--- config.mk ---
export PLATFORM = sky130hd
export DESIGN_NAME = seq_add64
export DESIGN_NICKNAME = d
export VERILOG_FILES = /design/src/rtl/seq_add64.sv
export SDC_FILE = /design/constraint.sdc
export NUM_CORES = 1
export LEC_CHECK = 0
export ABC_AREA = 1
export ABC_CLOCK_PERIOD_IN_PS = 6600
export CORE_MARGIN = 10
export CORE_UTILIZATION = 47
export DETAILED_ROUTE_END_ITERATION = 16
export PLACE_DENSITY = 0.77
export RECOVER_POWER = 50
export SYNTH_ARGS = -nofsm -noshare
export SYNTH_HDL_FRONTEND = slang
export SYNTH_SLANG_ARGS = --single-unit
--- constraint.sdc ---
create_clock -name clk -period 6.6 [get_ports clk]
set_input_delay 0.99 -clock clk [delete_from_list [all_inputs] [get_ports clk]]
set_output_delay 0.99 -clock clk [all_outputs]
set_load 0.005 [all_outputs]
--- src/rtl/seq_add64.sv ---
// Multi-cycle 64-bit adder: computes a + b + cin one SLICE_W-bit slice per clock.
// Optional zero/negative result flags are enabled by defining SEQ_ADD_NZ_FLAGS_EN.
module seq_add64 #(
  parameter int unsigned SLICE_W = 16
) (
  input  logic        clk,
  input  logic        reset,
  input  logic        start,
  input  logic [63:0] a,
  input  logic [63:0] b,
  input  logic        cin,
  output logic        busy,
  output logic        done,
  output logic [63:0] sum,
  output logic        overflow,
`ifdef SEQ_ADD_NZ_FLAGS_EN
  output logic        zero,
  output logic        negative,
`endif
  output logic        cout
);

  localparam int unsigned NSLICE = 64 / SLICE_W;
  localparam int unsigned CW     = (NSLICE > 1) ? $clog2(NSLICE) : 1;

  typedef enum logic [1:0] {StIdle, StRun, StDone} state_e;

  state_e              state_q, state_d;
  logic [CW-1:0]       cnt_q, cnt_d;
  logic                carry_q, carry_d;
  logic [63:0]         op_a_q, op_a_d;
  logic [63:0]         op_b_q, op_b_d;
  logic [63:0]         sum_q, sum_d;
  logic                ovf_q, ovf_d;
  logic                cout_q, cout_d;
  logic                busy_q, busy_d;
  logic                done_q, done_d;
`ifdef SEQ_ADD_NZ_FLAGS_EN
  logic                zero_q, zero_d;
  logic                neg_q, neg_d;
`endif

  logic [5:0]          base;
  logic [SLICE_W-1:0]  slice_a, slice_b;
  logic [SLICE_W:0]    slice_res;
  logic                last_slice;

  always_comb begin
    state_d  = state_q;
    cnt_d    = cnt_q;
    carry_d  = carry_q;
    op_a_d   = op_a_q;
    op_b_d   = op_b_q;
    sum_d    = sum_q;
    ovf_d    = ovf_q;
    cout_d   = cout_q;
`ifdef SEQ_ADD_NZ_FLAGS_EN
    zero_d   = zero_q;
    neg_d    = neg_q;
`endif
    // Multiplier of 64 truncates to 0, which is correct since cnt is always 0 then.
    base       = 6'(cnt_q) * 6'(SLICE_W);
    slice_a    = op_a_q[base +: SLICE_W];
    slice_b    = op_b_q[base +: SLICE_W];
    slice_res  = {1'b0, slice_a} + {1'b0, slice_b} + {{SLICE_W{1'b0}}, carry_q};
    last_slice = (cnt_q == CW'(NSLICE - 1));

    unique case (state_q)
      StIdle, StDone: begin
        if (start) begin
          state_d = StRun;
          op_a_d  = a;
          op_b_d  = b;
          carry_d = cin;
          cnt_d   = '0;
          sum_d   = '0;
          ovf_d   = 1'b0;
          cout_d  = 1'b0;
`ifdef SEQ_ADD_NZ_FLAGS_EN
          zero_d  = 1'b0;
          neg_d   = 1'b0;
`endif
        end else begin
          state_d = StIdle;
        end
      end
      StRun: begin
        sum_d[base +: SLICE_W] = slice_res[SLICE_W-1:0];
        carry_d = slice_res[SLICE_W];
        if (last_slice) begin
          state_d = StDone;
          cout_d  = slice_res[SLICE_W];
          // a63 ^ b63 ^ s63 recovers the carry into bit 63.
          ovf_d   = slice_a[SLICE_W-1] ^ slice_b[SLICE_W-1] ^ slice_res[SLICE_W-1]
                  ^ slice_res[SLICE_W];
`ifdef SEQ_ADD_NZ_FLAGS_EN
          zero_d  = (sum_d == 64'd0);
          neg_d   = sum_d[63];
`endif
        end else begin
          cnt_d = cnt_q + CW'(1);
        end
      end
      default: state_d = StIdle;
    endcase

    busy_d = (state_d == StRun);
    done_d = (state_d == StDone);
  end

  always_ff @(posedge clk or posedge reset) begin
    if (reset) begin
      state_q <= StIdle;
      cnt_q   <= '0;
      carry_q <= 1'b0;
      op_a_q  <= '0;
      op_b_q  <= '0;
      sum_q   <= '0;
      ovf_q   <= 1'b0;
      cout_q  <= 1'b0;
      busy_q  <= 1'b0;
      done_q  <= 1'b0;
`ifdef SEQ_ADD_NZ_FLAGS_EN
      zero_q  <= 1'b0;
      neg_q   <= 1'b0;
`endif
    end else begin
      state_q <= state_d;
      cnt_q   <= cnt_d;
      carry_q <= carry_d;
      op_a_q  <= op_a_d;
      op_b_q  <= op_b_d;
      sum_q   <= sum_d;
      ovf_q   <= ovf_d;
      cout_q  <= cout_d;
      busy_q  <= busy_d;
      done_q  <= done_d;
`ifdef SEQ_ADD_NZ_FLAGS_EN
      zero_q  <= zero_d;
      neg_q   <= neg_d;
`endif
    end
  end

  assign busy     = busy_q;
  assign done     = done_q;
  assign sum      = sum_q;
  assign overflow = ovf_q;
  assign cout     = cout_q;
`ifdef SEQ_ADD_NZ_FLAGS_EN
  assign zero     = zero_q;
  assign negative = neg_q;
`endif

endmodule

Word-level counts from Yosys, hierarchy flattened

Cells that the tools add are included.
Widths: inputs -> output; s select.

Register bits: 201
Input port bits: 132
Output and inout port bits: 68

$add $sub $neg: 4
Eq/ne operators: 8
Shift-type cells: 4
Muxes and demuxes: 16
Bitwise operators: 3
Reduce and logical (&&, ||, !) cells: 7

Operators with widths:

| kind                    | count |
|---|---|
| $pmux 64 s2             | 1 |
| $shiftx 64x7->16        | 2 |
| $bwmux 64               | 1 |
| $mux 64                 | 1 |
| $shift 16x8->64 const A | 1 |
| $shiftx 16x8->64        | 1 |
| $add 16x16->17          | 1 |
| $add 17x1->17           | 1 |
| $neg 6->8               | 1 |
| $pmux 2 s2              | 2 |
| $eq 2x2->1 const B      | 3 |
| $mux 2                  | 3 |
| $ne 2x2->1 const B      | 3 |
| $pmux 1 s2              | 3 |
| $reduce_and 3->1        | 2 |
| $mux 1                  | 5 |
| $eq 2x1->1 const B      | 2 |
| $reduce_and 2->1        | 2 |
| $xor 1x1->1             | 3 |
| $add 2x1->2 const B     | 1 |
| $logic_not 2->1         | 1 |
| $reduce_bool 2->1       | 1 |
| $reduce_or 2->1         | 1 |

Logic depth before layout (Yosys ltp)

Gate-level depths: netlist (run 1).

Depth in word-level cells: 7
Depth in mapped cells: 19

Least setup slack after synthesis (run 1)

Ideal clock, no wire load.

Path type: register to register
Start: register cnt_q[0]
End: register ovf_q (netlist: overflow)
Library setup time: 0.117 ns
Arrival time: 2.509 ns
Required time: 6.483 ns
Slack: 3.974 ns
Cell stages (with the launch flop): 20
Path buffers: 3
Clock period less this slack: 2.626 ns
Cell sequence: dfrtp_1 buf_2 inv_1 buf_6 buf_2 nor2_1 o22ai_1 fa_1 inv_1 fa_1 inv_1 nand3_1 nand2_1 nand2_1 nand3_2 nand2_1 nand2_1 nand2_1 nand3_1 nand2_1

Cells in the longest elaborated chain, start to end: 7

Ends and longest elaborated chain:

| item                                       | line   | RTL |
|---|---|---|
| start, declared                            | 29     | `logic [CW-1:0] cnt_q, cnt_d;` |
| start signal, assigned                     | 129    | `cnt_q <= cnt_d;` |
| $shiftx 64x7->16, on equally long branches | 63, 64 |  |
| $add 16x16->17                             | 65     | `slice_res = {1'b0, slice_a} + {1'b0, slice_b} + {{SLICE_W{1'b0}}, carry_q};` |
| $add 17x1->17                              | 65     |  |
| $xor 1x1->1                                | 94     | `ovf_d = slice_a[SLICE_W-1] ^ slice_b[SLICE_W-1] ^ slice_res[SLICE_W-1]` |
| $xor 1x1->1                                | 95     | `^ slice_res[SLICE_W];` |
| $mux 1                                     | 90     | `if (last_slice) begin` |
| $pmux 1 s2                                 | 68     | `unique case (state_q)` |
| end signal, assigned                       | 134    | `ovf_q <= ovf_d;` |
| end, declared                              | 34     | `logic ovf_q, ovf_d;` |

Parallel ways exist; a longest one is shown, timed or not. The select of a mux whose other input is x is not followed.
A chain may end at the register's enable or synchronous reset.

Worst setup path in the final report (run 1)

Start: input port start
End: register sum_q[54] (netlist: sum[54])

Cells in the longest elaborated chain, start to end: 2

Ends and longest elaborated chain:

| item                              | line | RTL |
|---|---|---|
| start, declared                   | 8    | `input logic start,` |
| $ne 2x2->1 (no source line)       | n/a  |  |
| $reduce_and 2->1 (no source line) | n/a  |  |
| end signal, assigned              | 133  | `sum_q <= sum_d;` |
| end, declared                     | 33   | `logic [63:0] sum_q, sum_d;` |

Every way passes these cells.

==> flow_metrics.py, run 1 <==
metrics = {
    "detailed_routing": {
        "drc": 0,
        "met1Wirelength_mm": 12.1,
        "wl_met3_mm": 2.50,
        "viasPerCell": 5.18,
        "drtPass1Iterations": 5,
        "ant_nets": 0,
        "wl_met2_mm": 12.6,
        "drt-initial-drc-count": 746,
        "routedWlPerCell_um": 16.5,
        "wirelength_mm": 27.7,
        "vias": 8697,
        "dr.max_layer_used": "met4",
    },
    "min_path": {
        "min_to": "op_a_q[24]$_DFFE_PP0P_",
        "hold_depth": 2,
        "hp-start": "op_a_q[24]$_DFFE_PP0P_",
        "hold_class": "register to register",
    },
    "placement": {
        "dpl_cell_area_um2": 11700,
        "gp_congestion": 0.947,
        "port_buffers": 199,
        "dp_slack_ps": 2960,
        "dp_hpwl_mm": 19.9,
    },
    "floorplanning": {
        "fp.dieW_um": 163,
        "dieArea_um2": 26600,
        "initial_utilization_pct": 47.7,
        "boundaryPins": 200,
        "dieHeight_um": 163,
        "rows": 52,
        "core_um2": 20200,
    },
    "synthesis": {
        "yosysUniqueCellTypes": 38,
        "ys_seq_area_share_pct": 52.3,
        "yosys_warnings": 0,
        "synth_top_area_share_pct": 52.3,
        "synth_area_um2": 9620,
        "synth.area.top_cells": "dfrtp_1 52%, nand2_1 23%, o21ai_0 4.1%",
        "avgSynthCellArea_um2": 7.86,
        "netlist_instances": 1225,
        "yosys_register_bits": 201,
        "synth_nets": 1378,
        "yosysTopAreaCell": "dfrtp_1",
    },
    "global_route": {
        "grt_max_degree": 139,
        "grt_pass1_vias": 8531,
        "antenna_found_initial": 0,
        "grt_util_all_layers_pct": 20.2,
        "grt_pass1_wl_mm": 44.3,
        "grt-ovfl-total": 0,
    },
    "finish": {
        "fin_util_pct": 61.4,
        "layout-drive-gt1-share_pct": 4.47,
        "stdcell_area_um2": 12400,
        "nFillCells": 1752,
        "n_antenna_cell": 0,
        "nets": 1547,
        "synthToLayoutAreaGrowth_pct": 28.6,
    },
    "clock_network": {
        "clk_path_buf_depth": 3,
        "postCtsHoldBufs": 0,
        "htreeDepth": 1,
        "cts_sinks": 201,
        "cts_tree": "done",
        "clk_latency_ps": 500,
        "cts_root_buf": "clkbuf_16",
        "postCtsSetupBuffers": 0,
        "cts-buffers-inserted": 21,
        "post_cts_resized": 0,
        "cts.clk_slew.worst_paths_ps": 60,
    },
    "critical_path": {
        "crit_top_cell": "nand2_1",
        "r2r_cells": 6,
        "cp_data_required_time_ps": 7010,
        "r2r_start": "state_q[0]$_DFF_PP0_",
        "timing.reg2reg.setup_slack_ps": 2330,
        "crit_path_max_fanout": 49,
        "critPathArrivalTime_ps": 5200,
        "cp-start-kind": "input port",
        "critical_path.max_stage_delay_ps": 1670,
        "worstSetupPathType": "input port to register",
        "cp_cell_sequence": "clkdlybuf4s50_1 > nand2_1 > clkinvlp_2 > nor2_4 > nand2_1 > o21ai_1",
        "cp-end-kind": "register",
        "crit_path_top_delay_cell": "clkinvlp_2",
        "r2r_end": "sum[54]$_DFFE_PP0P_",
    },
    "timing": {
        "setup_viol": 0,
        "hold_viol": 0,
        "timing.final.ws_setup_ps": 1810,
        "tightest_slew_ps": 2870,
        "slew-limit-headroom_pct": -91.6,
        "rsz0062_at_grt": "no",
        "fin_crit_ps": 4790,
        "max_freq_ghz": 0.209,
        "holdWs_ps": 472,
        "min_period_over_period_pct": 72.5,
        "skew_ps": 16.2,
        "slew_violations": 249,
        "fin_tns_setup_ps": 0,
    },
    "pwr": {
        "ir_worst_vdd_uv": 303,
        "seqPwrFrac_pct": 29.3,
        "clkPwrFrac_pct": 15.7,
        "power.switching_mw": 3.37,
        "p_leak_nw": 6.44,
        "swShare_pct": 47.2,
        "power_density_nw_per_um2": 578,
        "comb_power_share_pct": 54.9,
        "p_int_mw": 3.78,
    },
    "job": {
        "cap_violations": 3,
    },
    "run_status": {
        "violations": "capacitance limit, slew limit",
        "status": "complete, but fails checks",
    },
}
## synthesized netlist by cell type
| master | instances |
|---|---|
| o21a_1 | 1 |
| or2_1 | 1 |
| buf_2 | 25 |
| nand4_1 | 19 |
| nand3_2 | 2 |
| dfrtp_1 | 201 |
| o21bai_1 | 1 |
| a32oi_1 | 2 |
| nor3_2 | 2 |
| buf_1 | 3 |
| nor3_1 | 2 |
| buf_6 | 2 |
| clkbuf_8 | 1 |
| o21ai_0 | 79 |
| nor2_4 | 4 |
| o31ai_1 | 2 |
| xnor2_1 | 4 |
| nor2_2 | 2 |
| nor2_1 | 77 |
| xor2_2 | 2 |
| clkbuf_1 | 29 |
| clkinv_1 | 3 |
| o21ai_1 | 9 |
| xor2_1 | 3 |
| a32o_1 | 1 |
| ha_1 | 19 |
| nand3_1 | 25 |
| a22o_1 | 6 |
| a21oi_1 | 10 |
| inv_2 | 3 |
| nand3b_1 | 1 |
| inv_1 | 57 |
| nand2_1 | 584 |
| buf_4 | 1 |
| o22ai_1 | 30 |
| fa_1 | 2 |
| nand2_2 | 7 |
| and2_1 | 3 |
## layout by cell type (no fill, tap or decap), types with 3 or more instances in the layout
master           Yosys  layout
clkbuf_8             1       5
dlygate4sd3_1        0      62
nor2_4               4       3
ha_1                19      19
clkinv_1             3       3
dfrtp_1            201     201
clkinv_2             0       3
clkbuf_1            29       5
xnor2_1              4       4
nand3_1             25      25
xor2_1               3       3
o21ai_0             79      79
clkbuf_16            0      21
nand2_1            584     584
nor2_1              77      78
inv_1               57      55
buf_4                1       8
a22o_1               6       6
inv_2                3       3
nand4_1             19      19
clkdlybuf4s50_1      0     137
a21oi_1             10      10
o21ai_1              9       9
and2_1               3       3
o22ai_1             30      30
nand2_2              7       7
## worst max path at each step
stage                          from             endpoint  slack [ps]  cells after the start
2_1_floorplan                 reset       busy$_DFF_PP0_         130                      1
3_3_place_gp   cnt_q[1]$_DFFE_PP0P_  sum[28]$_DFFE_PP0P_        3000                     16
3_5_place_dp   cnt_q[1]$_DFFE_PP0P_  sum[60]$_DFFE_PP0P_        2960                     14
4_1_cts        cnt_q[1]$_DFFE_PP0P_  sum[60]$_DFFE_PP0P_        2920                     14
5_1_grt                       start  sum[50]$_DFFE_PP0P_        1320                      6
6_report                      start  sum[54]$_DFFE_PP0P_        1810                      6
## area by class of cell
cell class	count	area [um^2]	area share, %
Clock buffer	31	613	4.95
Sequential cell	201	5030	40.6
Timing Repair Buffer	207	2050	16.6
Tap cell	270	338	2.73
Inverter	63	241	1.95
Multi-Input combinational cell	900	4060	32.8
Clock inverter	6	40.0	0.324
## power groups by stage
stage / sequential (mW) / clock (mW) / combinational, mW
final: 2.10 / 1.12 / 3.93
after global routing: 2.16 / 1.19 / 4.41
after CTS: 2.09 / 1.14 / 3.95
after detailed placement: 2.11 / 0 / 3.93
after global placement: 2.10 / 0 / 3.86
after floorplan: 1.99 / 0 / 2.77
## metrics by stage
step,power [mW],std cells
after floorplan,4.76,1225
after global placement,5.96,1641
after detailed placement,6.04,1641
after CTS,7.18,1678
after global routing,7.76,1678
final,7.15,1678
## critical path: cells and delay by family
| family | cells | cell delay (ps) |
|---|---|---|
| AOI/OAI and AO/OA | 1 | 120 |
| and+or+nand+nor | 3 | 1970 |
| buffers and inverters | 2 | 2080 |
## logic make-up after synthesis
group	synth area share [%]
and+or+nand+nor	30.2
DFF	52.3
AOI/OAI and AO/OA	8.19
buffers and inverters	5.46
xor gates and xnor gates	0.975
adders and majority gates	2.89
## per-layer routing
metal  vias to the layer above  global-route usage (%)
li1                       4209                       -
met1                      4102                    27.7
met2                       348                    31.6
met3                        38                    4.98
met4                         0                    4.92
met5                         -                       0
## sequential cells by signal (all words and copies together), names as in the netlist
signal	flops
op_a_q	64
op_b_q	64
sum	64
cnt_q	2
state_q	2
busy	1
carry_q	1
cout	1
done	1
overflow	1
Power figures use the tool's default switching activity.
==> run 2, diff against run 1 <==
--- a/config.mk
+++ b/config.mk
@@ -6,11 +6,11 @@
 export NUM_CORES = 1
 export LEC_CHECK = 0
 export ABC_AREA = 1
-export ABC_CLOCK_PERIOD_IN_PS = 6600
+export ABC_CLOCK_PERIOD_IN_PS = 4500
 export CORE_MARGIN = 10
-export CORE_UTILIZATION = 47
+export CORE_UTILIZATION = 52
 export DETAILED_ROUTE_END_ITERATION = 16
-export PLACE_DENSITY = 0.77
+export PLACE_DENSITY = 0.81
 export RECOVER_POWER = 50
 export SYNTH_ARGS = -nofsm -noshare
 export SYNTH_HDL_FRONTEND = slang
==> constraint.sdc (replaced) <==
create_clock -name clk -period 4.5 [get_ports clk]
set_input_delay 0.675 -clock clk [delete_from_list [all_inputs] [get_ports clk]]
set_output_delay 0.675 -clock clk [all_outputs]
set_load 0.005 [all_outputs]
==> flow_metrics.py, run 2 (synthesis gave the netlist of run 1 again) <==
metrics = {
    "run_status": {
        "status": "complete, but fails checks",
        "violations": "capacitance limit, slew limit",
    },
    "timing": {
        "skew_ps": 8.64,
        "min_period_over_period_pct": 73.3,
        "slew-limit-headroom_pct": -82.4,
        "max_freq_ghz": 0.303,
        "fin_tns_setup_ps": 0,
        "tightest_slew_ps": 2740,
        "fin_crit_ps": 3300,
        "hold_viol": 0,
        "slew_violations": 203,
        "rsz0062_at_grt": "no",
        "setup_viol": 0,
    },
    "floorplanning": {
        "core_um2": 18100,
        "boundaryPins": 200,
        "rows": 49,
        "dieArea_um2": 24400,
        "fp.dieW_um": 156,
        "initial_utilization_pct": 53.2,
        "dieHeight_um": 156,
    },
    "detailed_routing": {
        "drt-initial-drc-count": 741,
        "drc": 0,
        "drtPass1Iterations": 5,
        "vias": 8932,
        "wirelength_mm": 28.8,
        "ant_nets": 0,
        "viasPerCell": 5.45,
        "routedWlPerCell_um": 17.6,
    },
    "global_route": {
        "grt_pass1_vias": 8748,
        "grt-ovfl-total": 0,
        "grt_pass1_wl_mm": 45.9,
        "antenna_found_initial": 0,
        "grt_max_degree": 114,
        "grt_util_all_layers_pct": 23.0,
    },
    "clock_network": {
        "postCtsHoldBufs": 0,
        "htreeDepth": 1,
        "cts_root_buf": "clkbuf_16",
        "clk_path_buf_depth": 3,
        "cts-buffers-inserted": 21,
        "cts_sinks": 201,
        "postCtsSetupBuffers": 0,
        "clk_latency_ps": 500,
        "post_cts_resized": 0,
        "cts_tree": "done",
        "cts.clk_slew.worst_paths_ps": 60,
    },
    "finish": {
        "synthToLayoutAreaGrowth_pct": 28.6,
        "n_antenna_cell": 0,
        "layout-drive-gt1-share_pct": 4.76,
        "final_cell_mix": "583 x nand2_1, 200 x dfrtp_1, 168 x clkdlybuf4s50_1",
        "nets": 1550,
        "layout_commonest_cell": "nand2_1",
        "stdcell_area_um2": 12400,
    },
    "job": {
        "cap_violations": 2,
    },
    "placement": {
        "gp_congestion": 0.915,
        "port_buffers": 199,
        "dp_hpwl_mm": 20.5,
        "dpl_cell_area_um2": 11700,
    },
    "pwr": {
        "p_leak_nw": 6.37,
        "power_density_nw_per_um2": 868,
        "ir_worst_vdd_uv": 478,
    },
    "critical_path": {
        "cp-end-kind": "async pin",
        "worstSetupPathType": "input port to async pin",
        "critPathArrivalTime_ps": 3310,
        "cp-start-kind": "input port",
        "crit_path_max_fanout": 113,
        "cp_data_required_time_ps": 4510,
    },
    "min_path": {
        "hold_class": "register to register",
    },
}
[run 2: metrics by stage]
stage                     setup slack [ps]  power [mW]  hold slack, ps  utilization (%)  std cells
after floorplan                       1220        6.98             444                -       1225
after global placement                1370        8.82             458             64.9       1603
after detailed placement              1280        8.93             460             64.9       1603
after CTS                             1220        10.7             476             68.6       1638
after global routing                   692        11.6             492             68.4       1638
final                                 1200        10.7             473             68.4       1638
[run 2: where the power goes]
group          total (mW)  internal, mW  switching (mW)
combinational        5.95          2.06            3.90
clock                1.73          1.03           0.700
sequential           3.05          2.57           0.479
[run 2: worst max-delay path, stage by stage]
cell	delay, ps
dlygate4sd3_1	550
clkinvlp_2	90
clkbuf_2	1890
[run 2: final cells by class]
cell class / instances / area [um^2]
fill: 1459 / 5710
sequential: 201 / 5030
inverter: 63 / 240
timing repair buffer: 210 / 2070
clock buffer: 29 / 596
clock inverter: 6 / 82.6
multi-input combinational: 900 / 4070
tap: 229 / 287
[run 2: final timing paths]
check	start	to	slack [ps]	cells past startpoint
setup / recovery	reset	op_b_q[25]$_DFFE_PP0P_	1200	3
hold / removal	op_b_q[47]$_DFFE_PP0P_	op_b_q[47]$_DFFE_PP0P_	470	2
setup reg to reg	cnt_q[1]$_DFFE_PP0P_	sum[57]$_DFFE_PP0P_	1200	13
hold reg to reg	op_b_q[47]$_DFFE_PP0P_	op_b_q[47]$_DFFE_PP0P_	470	2
max in group clk	cnt_q[1]$_DFFE_PP0P_	sum[57]$_DFFE_PP0P_	1200	13
min in group asynchronous	reset	op_a_q[63]$_DFFE_PP0P_	1420	3
[run 2: metal layers]
layer / part of all wire [%] / global-route usage, % / vias to the layer above / wire [um]
li1: - / - / 4215 / -
met1: 41 / 29.3 / 4256 / 11800
met2: 46 / 37.2 / 399 / 13400
met3: 9.1 / 6.34 / 62 / 2630
met4: 3.3 / 7.78 / 0 / 959
met5: 0 / 0 / - / 0
==> run 3, diff against run 2 <==
--- a/config.mk
+++ b/config.mk
@@ -6,11 +6,11 @@
 export NUM_CORES = 1
 export LEC_CHECK = 0
 export ABC_AREA = 1
-export ABC_CLOCK_PERIOD_IN_PS = 4500
+export ABC_CLOCK_PERIOD_IN_PS = 2990
 export CORE_MARGIN = 10
-export CORE_UTILIZATION = 52
+export CORE_UTILIZATION = 47
 export DETAILED_ROUTE_END_ITERATION = 16
-export PLACE_DENSITY = 0.81
+export PLACE_DENSITY = 0.77
 export RECOVER_POWER = 50
 export SYNTH_ARGS = -nofsm -noshare
 export SYNTH_HDL_FRONTEND = slang
==> constraint.sdc (replaced) <==
create_clock -name clk -period 2.99 [get_ports clk]
set_input_delay 0.4485 -clock clk [delete_from_list [all_inputs] [get_ports clk]]
set_output_delay 0.4485 -clock clk [all_outputs]
set_load 0.005 [all_outputs]
==> flow_metrics.py, run 3 (synthesis gave the netlist of run 1 again) <==
metrics = {
    "critical_path": {
        "timing.reg2reg.setup_slack_ps": 210,
        "r2r_end": "overflow$_DFFE_PP0P_",
        "crit_path_max_fanout": 36,
        "cp_data_required_time_ps": 3370,
        "cp-end-kind": "register",
        "r2r_cells": 17,
        "cp-start-kind": "register",
        "r2r_start": "cnt_q[0]$_DFFE_PP0P_",
        "worstSetupPathType": "register to register",
        "critPathArrivalTime_ps": 3160,
    },
    "clock_network": {
        "cts_root_buf": "clkbuf_16",
        "postCtsSetupBuffers": 0,
        "post_cts_resized": 0,
        "cts_sinks": 201,
        "cts.clk_slew.worst_paths_ps": 60,
        "clk_latency_ps": 490,
        "cts-buffers-inserted": 21,
        "clk_path_buf_depth": 3,
        "htreeDepth": 1,
        "cts_tree": "done",
        "postCtsHoldBufs": 0,
    },
    "run_status": {
        "violations": "capacitance limit, slew limit",
        "status": "complete, but fails checks",
    },
    "global_route": {
        "antenna_found_initial": 0,
        "grt_util_all_layers_pct": 20.8,
        "grt_pass1_wl_mm": 45.2,
        "grt_pass1_vias": 8680,
        "grt_max_degree": 84,
        "grt-ovfl-total": 0,
    },
    "timing": {
        "setup_viol": 0,
        "holdWs_ps": 452,
        "hold_viol": 0,
        "min_period_over_period_pct": 93.0,
        "timing.final.ws_setup_ps": 210,
        "fin_crit_ps": 2780,
        "max_freq_ghz": 0.360,
        "slew-limit-headroom_pct": -8.40,
        "rsz0062_at_grt": "no",
        "skew_ps": 6.75,
        "slew_violations": 76,
        "tightest_slew_ps": 1630,
        "fin_tns_setup_ps": 0,
    },
    "finish": {
        "fin_util_pct": 62.3,
        "layout_commonest_cell": "nand2_1",
        "nets": 1559,
        "synthToLayoutAreaGrowth_pct": 30.5,
        "n_antenna_cell": 0,
        "fin_cells": 1689,
        "layout-drive-gt1-share_pct": 5.36,
        "final_cell_mix": "583 x nand2_1, 200 x dfrtp_1, 198 x clkdlybuf4s50_1",
        "nFillCells": 1753,
        "stdcell_area_um2": 12600,
    },
    "min_path": {
        "hold_class": "input port to async pin",
    },
    "floorplanning": {
        "boundaryPins": 200,
        "initial_utilization_pct": 47.7,
        "dieHeight_um": 163,
        "core_um2": 20200,
        "dieArea_um2": 26600,
        "rows": 52,
        "fp.dieW_um": 163,
    },
    "detailed_routing": {
        "drt-initial-drc-count": 659,
        "wirelength_mm": 28.3,
        "viasPerCell": 5.21,
        "drtPass1Iterations": 5,
        "routedWlPerCell_um": 16.8,
        "vias": 8794,
        "drc": 0,
        "ant_nets": 0,
    },
    "pwr": {
        "power_density_nw_per_um2": 1300,
        "p_leak_nw": 6.34,
        "ir_worst_vdd_uv": 577,
        "power_mw": 16.4,
    },
    "job": {
        "cap_violations": 1,
    },
    "placement": {
        "dp_cells": 1653,
        "port_buffers": 199,
        "dp_slack_ps": 225,
        "dpl_cell_area_um2": 11900,
        "dp_hpwl_mm": 20.8,
        "gp_congestion": 0.969,
    },
}
## run 3: cell count changes in the layout (fill, tap and decap cells not counted), moves of 2 or more
cell / previous run / this run
buf_6: 0 / 2
clkdlybuf4s50_1: 168 / 198
dlygate4sd3_1: 31 / 1
buf_4: 9 / 7
buf_12: 0 / 3
## run 3: layer usage
layer  vias to the layer above  GRT usage (%)  share of wire [%]
met3                        55           4.93                8.7
met4                         0           7.34                3.1
met2                       403           32.8                 46
met1                      4098           27.6                 42
met5                         -              0                  0
li1                       4238              -                  -
## run 3: worst max-delay path by stage
stage / endpoint / start / cells past startpoint / slack (ps)
3_3_place_gp: overflow$_DFFE_PP0P_ / cnt_q[0]$_DFFE_PP0P_ / 16 / 280
3_5_place_dp: overflow$_DFFE_PP0P_ / cnt_q[0]$_DFFE_PP0P_ / 16 / 230
4_1_cts: overflow$_DFFE_PP0P_ / cnt_q[0]$_DFFE_PP0P_ / 16 / 210
6_report: overflow$_DFFE_PP0P_ / cnt_q[0]$_DFFE_PP0P_ / 17 / 210
5_1_grt: sum[60]$_DFFE_PP0P_ / cnt_q[0]$_DFFE_PP0P_ / 15 / 5
2_1_floorplan: busy$_DFF_PP0_ / reset / 1 / -60
## run 3: layout make-up
cell class,count,area [um^2],share of cell area [%]
clock inverter,8,119,0.946
inverter,63,240,1.91
timing repair buffer,219,2170,17.2
clock buffer,28,602,4.79
tap,270,338,2.69
sequential,201,5030,40.1
multi-input combinational,900,4060,32.4
## run 3: critical path: stages (launching register included)
cell	delay (ps)
dfrtp_2	430
inv_2	110
buf_12	210
o21ai_0	100
o22ai_1	240
fa_1	250
inv_1	50
fa_1	400
inv_1	90
nand3_1	60
nand2_1	150
nand2_1	80
nand3_2	90
nand2_1	90
nand2_1	130
nand2_1	60
nand3_1	70
nand2_1	50
## run 3: power by group
group	internal [mW]	switching [mW]
Clock	1.67	1.04
Sequential	3.87	0.672
Combinational	3.23	5.89
